$ cat config.mk
export PLATFORM = sky130hd
export DESIGN_NAME = cpu_clk_ctrl_flat
export DESIGN_NICKNAME = d
export VERILOG_FILES = /design/src/rtl/cpu_clk_ctrl_if.sv /design/src/rtl/cpu_clk_ctrl.sv /design/src/flat_wrapper.sv
export SDC_FILE = /design/constraint.sdc
export NUM_CORES = 1
export LEC_CHECK = 0
export ABC_AREA = 0
export CELL_PAD_IN_SITES_DETAIL_PLACEMENT = 0
export CELL_PAD_IN_SITES_GLOBAL_PLACEMENT = 1
export CORE_ASPECT_RATIO = 1.75
export CORE_MARGIN = 4
export CORE_UTILIZATION = 39
export DETAILED_ROUTE_END_ITERATION = 7
export PLACE_DENSITY_LB_ADDON = 0.1
export REMOVE_ABC_BUFFERS = 1
export SYNTH_ARGS = -nofsm -noshare
export SYNTH_HDL_FRONTEND = slang
export SYNTH_SLANG_ARGS = --single-unit
$ cat constraint.sdc
create_clock -name clk -period 4 [get_ports clk]
set_input_delay 0.6 -clock clk [delete_from_list [all_inputs] [get_ports clk]]
set_output_delay 0.6 -clock clk [all_outputs]
set_load 0.005 [all_outputs]
$ cat src/rtl/cpu_clk_ctrl_if.sv
// Control/status bundle between the board-level front panel and the CPU clock sequencer.
// The sequencer is the slave: it owns cpu_ce, clk_vis and the state debug field.
interface cpu_clk_ctrl_if #(
  parameter int CNT_W = 31
);
  logic             run_sw;
  logic             step_btn;
  logic             resume_btn;
  logic             cpu_halt;
  logic             div_load;
  logic [CNT_W-1:0] div_value;
  logic             cpu_ce;
  logic             clk_vis;
  logic [1:0]       state;

  modport master (
    output run_sw, step_btn, resume_btn, cpu_halt, div_load, div_value,
    input  cpu_ce, clk_vis, state
  );

  modport slave (
    input  run_sw, step_btn, resume_btn, cpu_halt, div_load, div_value,
    output cpu_ce, clk_vis, state
  );
endinterface

$ cat src/rtl/cpu_clk_ctrl.sv
// Run/step/halt sequencer producing single-cycle CPU clock enables on the one clk domain.
// Optional button debouncing is built when CLK_CTRL_DEBOUNCE_EN is defined.
module cpu_clk_ctrl #(
  parameter int CNT_W       = 31,
  parameter int DIV_DEFAULT = 62499999,
  parameter int DEB_CYCLES  = 1250000
) (
  input logic           clk,
  input logic           rst,
  cpu_clk_ctrl_if.slave bus
);

  typedef enum logic [1:0] {
    ST_IDLE   = 2'b00,
    ST_RUN    = 2'b01,
    ST_STEP   = 2'b10,
    ST_HALTED = 2'b11
  } state_t;

  state_t           r_state;
  state_t           w_state_nxt;
  logic [CNT_W-1:0] r_count;
  logic [CNT_W-1:0] w_count_nxt;
  logic [CNT_W-1:0] r_div;
  logic             r_ce;
  logic             w_ce_nxt;
  logic             r_vis;
  logic             w_tc;

  logic r_run_s1, r_run_s2;
  logic r_step_s1, r_step_s2;
  logic r_res_s1, r_res_s2;
  logic w_step_lvl, w_res_lvl;
  logic r_step_lvl_d, r_res_lvl_d;
  logic w_step_rise, w_res_rise;

  if (DEB_CYCLES < 1) begin : g_bad_deb_cycles
    $error("cpu_clk_ctrl: DEB_CYCLES must be at least 1");
  end

  always_ff @(posedge clk) begin
    if (rst) begin
      r_run_s1  <= 1'b0;
      r_run_s2  <= 1'b0;
      r_step_s1 <= 1'b0;
      r_step_s2 <= 1'b0;
      r_res_s1  <= 1'b0;
      r_res_s2  <= 1'b0;
    end else begin
      r_run_s1  <= bus.run_sw;
      r_run_s2  <= r_run_s1;
      r_step_s1 <= bus.step_btn;
      r_step_s2 <= r_step_s1;
      r_res_s1  <= bus.resume_btn;
      r_res_s2  <= r_res_s1;
    end
  end

`ifdef CLK_CTRL_DEBOUNCE_EN
  // A level is accepted once it has differed from the current output for DEB_CYCLES edges in a row.
  localparam int DEB_W = (DEB_CYCLES > 1) ? $clog2(DEB_CYCLES) : 1;
  localparam logic [DEB_W-1:0] DEB_LAST = DEB_W'(DEB_CYCLES - 1);

  logic             r_step_deb, r_res_deb;
  logic [DEB_W-1:0] r_step_dcnt, r_res_dcnt;

  always_ff @(posedge clk) begin
    if (rst) begin
      r_step_deb  <= 1'b0;
      r_step_dcnt <= '0;
      r_res_deb   <= 1'b0;
      r_res_dcnt  <= '0;
    end else begin
      if (r_step_s2 == r_step_deb) begin
        r_step_dcnt <= '0;
      end else if (r_step_dcnt == DEB_LAST) begin
        r_step_deb  <= r_step_s2;
        r_step_dcnt <= '0;
      end else begin
        r_step_dcnt <= r_step_dcnt + 1'b1;
      end
      if (r_res_s2 == r_res_deb) begin
        r_res_dcnt <= '0;
      end else if (r_res_dcnt == DEB_LAST) begin
        r_res_deb  <= r_res_s2;
        r_res_dcnt <= '0;
      end else begin
        r_res_dcnt <= r_res_dcnt + 1'b1;
      end
    end
  end

  assign w_step_lvl = r_step_deb;
  assign w_res_lvl  = r_res_deb;
`else
  assign w_step_lvl = r_step_s2;
  assign w_res_lvl  = r_res_s2;
`endif

  always_ff @(posedge clk) begin
    if (rst) begin
      r_step_lvl_d <= 1'b0;
      r_res_lvl_d  <= 1'b0;
    end else begin
      r_step_lvl_d <= w_step_lvl;
      r_res_lvl_d  <= w_res_lvl;
    end
  end

  assign w_step_rise = w_step_lvl & ~r_step_lvl_d;
  assign w_res_rise  = w_res_lvl & ~r_res_lvl_d;

  // >= rather than == so a divisor lowered below the running count fires at once instead of wrapping.
  assign w_tc = (r_count >= r_div);

  always_comb begin
    w_state_nxt = r_state;
    w_count_nxt = r_count;
    w_ce_nxt    = 1'b0;
    case (r_state)
      ST_IDLE: begin
        w_count_nxt = '0;
        if (r_run_s2) begin
          w_state_nxt = ST_RUN;
        end else if (w_step_rise) begin
          w_state_nxt = ST_STEP;
          w_ce_nxt    = 1'b1;
        end
      end
      ST_RUN: begin
        if (bus.cpu_halt) begin
          w_state_nxt = ST_HALTED;
          w_count_nxt = '0;
        end else if (!r_run_s2) begin
          w_state_nxt = ST_IDLE;
          w_count_nxt = '0;
        end else if (w_tc) begin
          w_count_nxt = '0;
          w_ce_nxt    = 1'b1;
        end else begin
          w_count_nxt = r_count + 1'b1;
        end
      end
      ST_STEP: begin
        w_count_nxt = '0;
        w_state_nxt = bus.cpu_halt ? ST_HALTED : ST_IDLE;
      end
      ST_HALTED: begin
        w_count_nxt = '0;
        if (w_res_rise) begin
          w_state_nxt = ST_IDLE;
        end
      end
      default: begin
        w_state_nxt = ST_IDLE;
        w_count_nxt = '0;
      end
    endcase
  end

  // div_load is a single-cycle strobe with no back-pressure; div_value is taken on the edge it is high.
  always_ff @(posedge clk) begin
    if (rst) begin
      r_state <= ST_IDLE;
      r_count <= '0;
      r_div   <= CNT_W'(DIV_DEFAULT);
      r_ce    <= 1'b0;
      r_vis   <= 1'b0;
    end else begin
      r_state <= w_state_nxt;
      r_count <= w_count_nxt;
      r_ce    <= w_ce_nxt;
      if (w_ce_nxt) begin
        r_vis <= ~r_vis;
      end
      if (bus.div_load) begin
        r_div <= bus.div_value;
      end
    end
  end

  assign bus.cpu_ce  = r_ce;
  assign bus.clk_vis = r_vis;
  assign bus.state   = r_state;

endmodule

$ cat src/flat_wrapper.sv
// flat-port wrapper written by rule: the top's interface ports become plain ports
module cpu_clk_ctrl_flat 
#(
  parameter int CNT_W       = 31,
  parameter int DIV_DEFAULT = 62499999,
  parameter int DEB_CYCLES  = 1250000
)
  (clk, rst, bus_run_sw, bus_step_btn, bus_resume_btn, bus_cpu_halt, bus_div_load, bus_div_value, bus_cpu_ce, bus_clk_vis, bus_state);
  cpu_clk_ctrl_if #(.CNT_W(CNT_W)) bus_i ();
  input logic clk;
  input logic rst;
  input wire logic [$bits(bus_i.run_sw)-1:0] bus_run_sw;
  input wire logic [$bits(bus_i.step_btn)-1:0] bus_step_btn;
  input wire logic [$bits(bus_i.resume_btn)-1:0] bus_resume_btn;
  input wire logic [$bits(bus_i.cpu_halt)-1:0] bus_cpu_halt;
  input wire logic [$bits(bus_i.div_load)-1:0] bus_div_load;
  input wire logic [$bits(bus_i.div_value)-1:0] bus_div_value;
  output wire logic [$bits(bus_i.cpu_ce)-1:0] bus_cpu_ce;
  output wire logic [$bits(bus_i.clk_vis)-1:0] bus_clk_vis;
  output wire logic [$bits(bus_i.state)-1:0] bus_state;
  assign bus_i.run_sw = bus_run_sw;
  assign bus_i.step_btn = bus_step_btn;
  assign bus_i.resume_btn = bus_resume_btn;
  assign bus_i.cpu_halt = bus_cpu_halt;
  assign bus_i.div_load = bus_div_load;
  assign bus_i.div_value = bus_div_value;
  assign bus_cpu_ce = bus_i.cpu_ce;
  assign bus_clk_vis = bus_i.clk_vis;
  assign bus_state = bus_i.state;
  cpu_clk_ctrl #(.CNT_W(CNT_W), .DIV_DEFAULT(DIV_DEFAULT), .DEB_CYCLES(DEB_CYCLES)) u_core (.clk(clk), .rst(rst), .bus(bus_i));
endmodule
==> summary.md <==
| Metric | Value |
|---|---|
| Post-Syn Area | `roughly 3600 um2` |
| Met3 Use GR | `under 10%` |
| VDD IR-drop max | `0.000208 V` |
| Arrival @ worst endpoint | `3300 ps` |
| M2 GR Usage | `28.8%` |
| Worst Path Max Fanout | `31` |
| Via/cell ratio | `4.86` |
| Top FF cell, synth | `dfxtp_1` |
| # setup viols final | `0` |
| Critical path class | `reg -> reg` |
| Antenna cell count | `0` |
| CP required | `between 4000 and 5000 ps` |
| Detail Placement HPWL | `roughly 5800 um` |
| Synth area leaders | `dfxtp_1, ha_1, nor2_1` |
| Mean area per synthesized cell | `roughly 8.7 um2` |
| Share of cells above drive strength 1 | `between 4 and 5%` |
| Die H | `about 140 um` |
| Final worst slack | `around 950 ps` |
| I/O pin cnt | `between 40 and 50` |
| Post-Synthesis Cells | `413` |
| Synth cell types | `35` |
| CTS H-tree depth | `3` |
| Rows | `46` |
| Remaining DRCs | `0` |
| Synth top cells by count | `dfxtp_1, nor2_1, nand2_1` |
| Synth Register Bits | `74` |
| Largest net degree at the start of global routing | `48` |
| Worst hold path class | `reg -> reg` |
| Min cycle time layout | `3050 ps` |
| DR WL/cell | `13.5 um` |
| Resize count post-CTS | `0` |
| Total Power | `between 1.5 and 2 mW` |
| GRT Resource Usage Total | `between 10% and 20%` |
| Gr busiest metal | `met2` |
| Hold Vio Cnt, Final | `0` |
| Area post-placement | `4090 um2` |
| First-pass GRT wire length | `13,000 um` |
| Pins over their slew limit | `0` |
| Status | `finished clean` |
| Final worst-path cycle share | `76.2%` |
| Fin cells | `577` |
| Core Util, Final | `between 40% and 50%` |
| Vias in the first global route | `between 2,000 and 3,000` |
| Root buf cell | `clkbuf_16` |
| Sequential area share after synthesis | `between 40% and 50%` |
| Leakage power | `around 1.9 nW` |
| Total wire length | `7810 um` |
| Drt first pass iters | `4` |
| Hold Buf Count CTS | `0` |
| Post-route cell area | `roughly 4400 um2` |
| Setup TNS | `0 ps` |
| Slew HR | `about a quarter` |
| TritonCTS buffer count | `9` |
| Clock Pin Slew Worst Setup and Hold Paths | `60 ps` |
| First DRT Iteration DRCs | `96` |
| Core Area | `roughly 9000 um2` |
| Initial core utilization | `about two fifths` |
| Startpoint Class | `flop` |
| Horiz. Die Dim | `80.6 um` |
| Max Clock Freq | `roughly 330 MHz` |
| Worst skew pair latency | `330 ps` |
| Placed instance count | `between 500 and 600` |
| M1 GR Usage | `17.0%` |
| Total die area | `10,900 um2` |
| Longest Clk Path Bufs | `2` |
| Post-synth EDFFs | `0` |
| Nets | `between 500 and 600` |
| Total grt overflow | `0` |
| TritonCTS sink count | `between 70 and 80` |
| TritonCTS clock tree | `built` |
| Worst slack at placement | `a little under 900 ps` |
| Routability cong. | `0.794` |
| Area Overhead vs Synth | `22.9%` |
| Post-synth top area share | `between 40% and 50%` |
| Setup crit end kind | `flop` |
| Count leader, synth | `dfxtp_1` |
| Fillers | `just over 900` |
| RSZ-0062 raised after global routing | `false` |
| Vias | `between 2,000 and 3,000` |
| Hold path depth | `2` |
| Initial antenna violation count | `0` |
| Post-synth top area cell | `dfxtp_1` |
| Total of max-cap violations | `0` |
| YS warnings | `0` |
| IO Port Bufs | `between 40 and 50` |
| Worst-Margin Slew | `between 1000 and 1500 ps` |
| Worst clock skew | `about 4.2 ps` |
| Minimum hold slack | `between 400 and 500 ps` |
| Postcts setup bufs | `0` |
| Post-DRT Antenna Nets | `0` |
| Reg2Reg Depth | `9` |
| Power per cell area | `approximately 430 nW/um2` |
| Async set-reset flop share out of synthesis | `0%` |
## final timing paths
path	startpoint	end	slack [ps]
min	u_core.r_res_s2	u_core.r_res_lvl_d	430
min reg2reg	u_core.r_res_s2	u_core.r_res_lvl_d	430
max	u_core.r_div[8]	u_core.r_count[24]	950
max reg2reg	u_core.r_div[8]	u_core.r_count[24]	950
## critical path, stage by stage (launching register included)
cell,delay (ps)
dfxtp_1,320
inv_1,50
ha_1,300
a21oi_1,170
o21ai_0,120
a221oi_1,350
a211oi_1,130
or3_1,340
or4_1,920
nor2_1,260
## routing by layer
layer	vias to the layer above	part of all wire [%]
met2	31	55
li1	1462	-
met1	1303	40
met4	0	1.7
met5	-	0
met3	8	2.7
## layout make-up
type                       instances  area, um2  area share, %
multi-input combinational        289       1910           43.1
inverter                          36        135           3.05
tap                              120        150           3.39
timing repair buffer              42        413           9.33
clock inverter                     4       72.6           1.64
sequential                        74       1480           33.5
clock buffer                      12        267           6.02
## power breakdown
| part | internal (mW) | total [mW] | switching (mW) | leakage, nW |
|---|---|---|---|---|
| Clock | 0.596 | 0.900 | 0.304 | 0.165 |
| Sequential | 0.772 | 0.791 | 0.0187 | 0.606 |
| Combinational | 0.112 | 0.219 | 0.107 | 1.09 |
| Total | 1.48 | 1.91 | 0.430 | 1.86 |
## flip-flops by register name, indices dropped and copies added (netlist names)
name and count:
u_core.bus.cpu_ce 1, u_core.r_step_s2 1, u_core.bus.state 2, u_core.bus.clk_vis 1, u_core.r_run_s2 1, u_core.r_step_lvl_d 1
u_core.r_res_lvl_d 1, u_core.r_step_s1 1, u_core.r_run_s1 1, u_core.r_res_s1 1, u_core.r_res_s2 1, u_core.r_div 31
u_core.r_count 31
## cells in the final DEF (no fill, tap or decap), types with 15 or more instances in the layout
| cell | instances |
|---|---|
| nor2_1 | 66 |
| nand2_1 | 39 |
| mux2i_1 | 15 |
| xor2_1 | 17 |
| inv_1 | 35 |
| clkdlybuf4s50_1 | 40 |
| nand3_1 | 19 |
| o211ai_1 | 16 |
| dfxtp_1 | 74 |
| ha_1 | 36 |
## cells by family (layout without fill, tap and decap cells)
group | after synthesis | count (layout) | share of synthesized area, %
AOI/OAI and AO/OA | 44 | 44 | 8.07
muxes | 16 | 16 | 4.49
adders and majority gates | 36 | 36 | 12.5
DFF | 74 | 74 | 41.2
xor gates and xnor gates | 29 | 29 | 7.06
buffers and inverters | 50 | 94 | 5.88
and+or+nand+nor | 164 | 164 | 20.8
(Power assumes the default switching activity.)
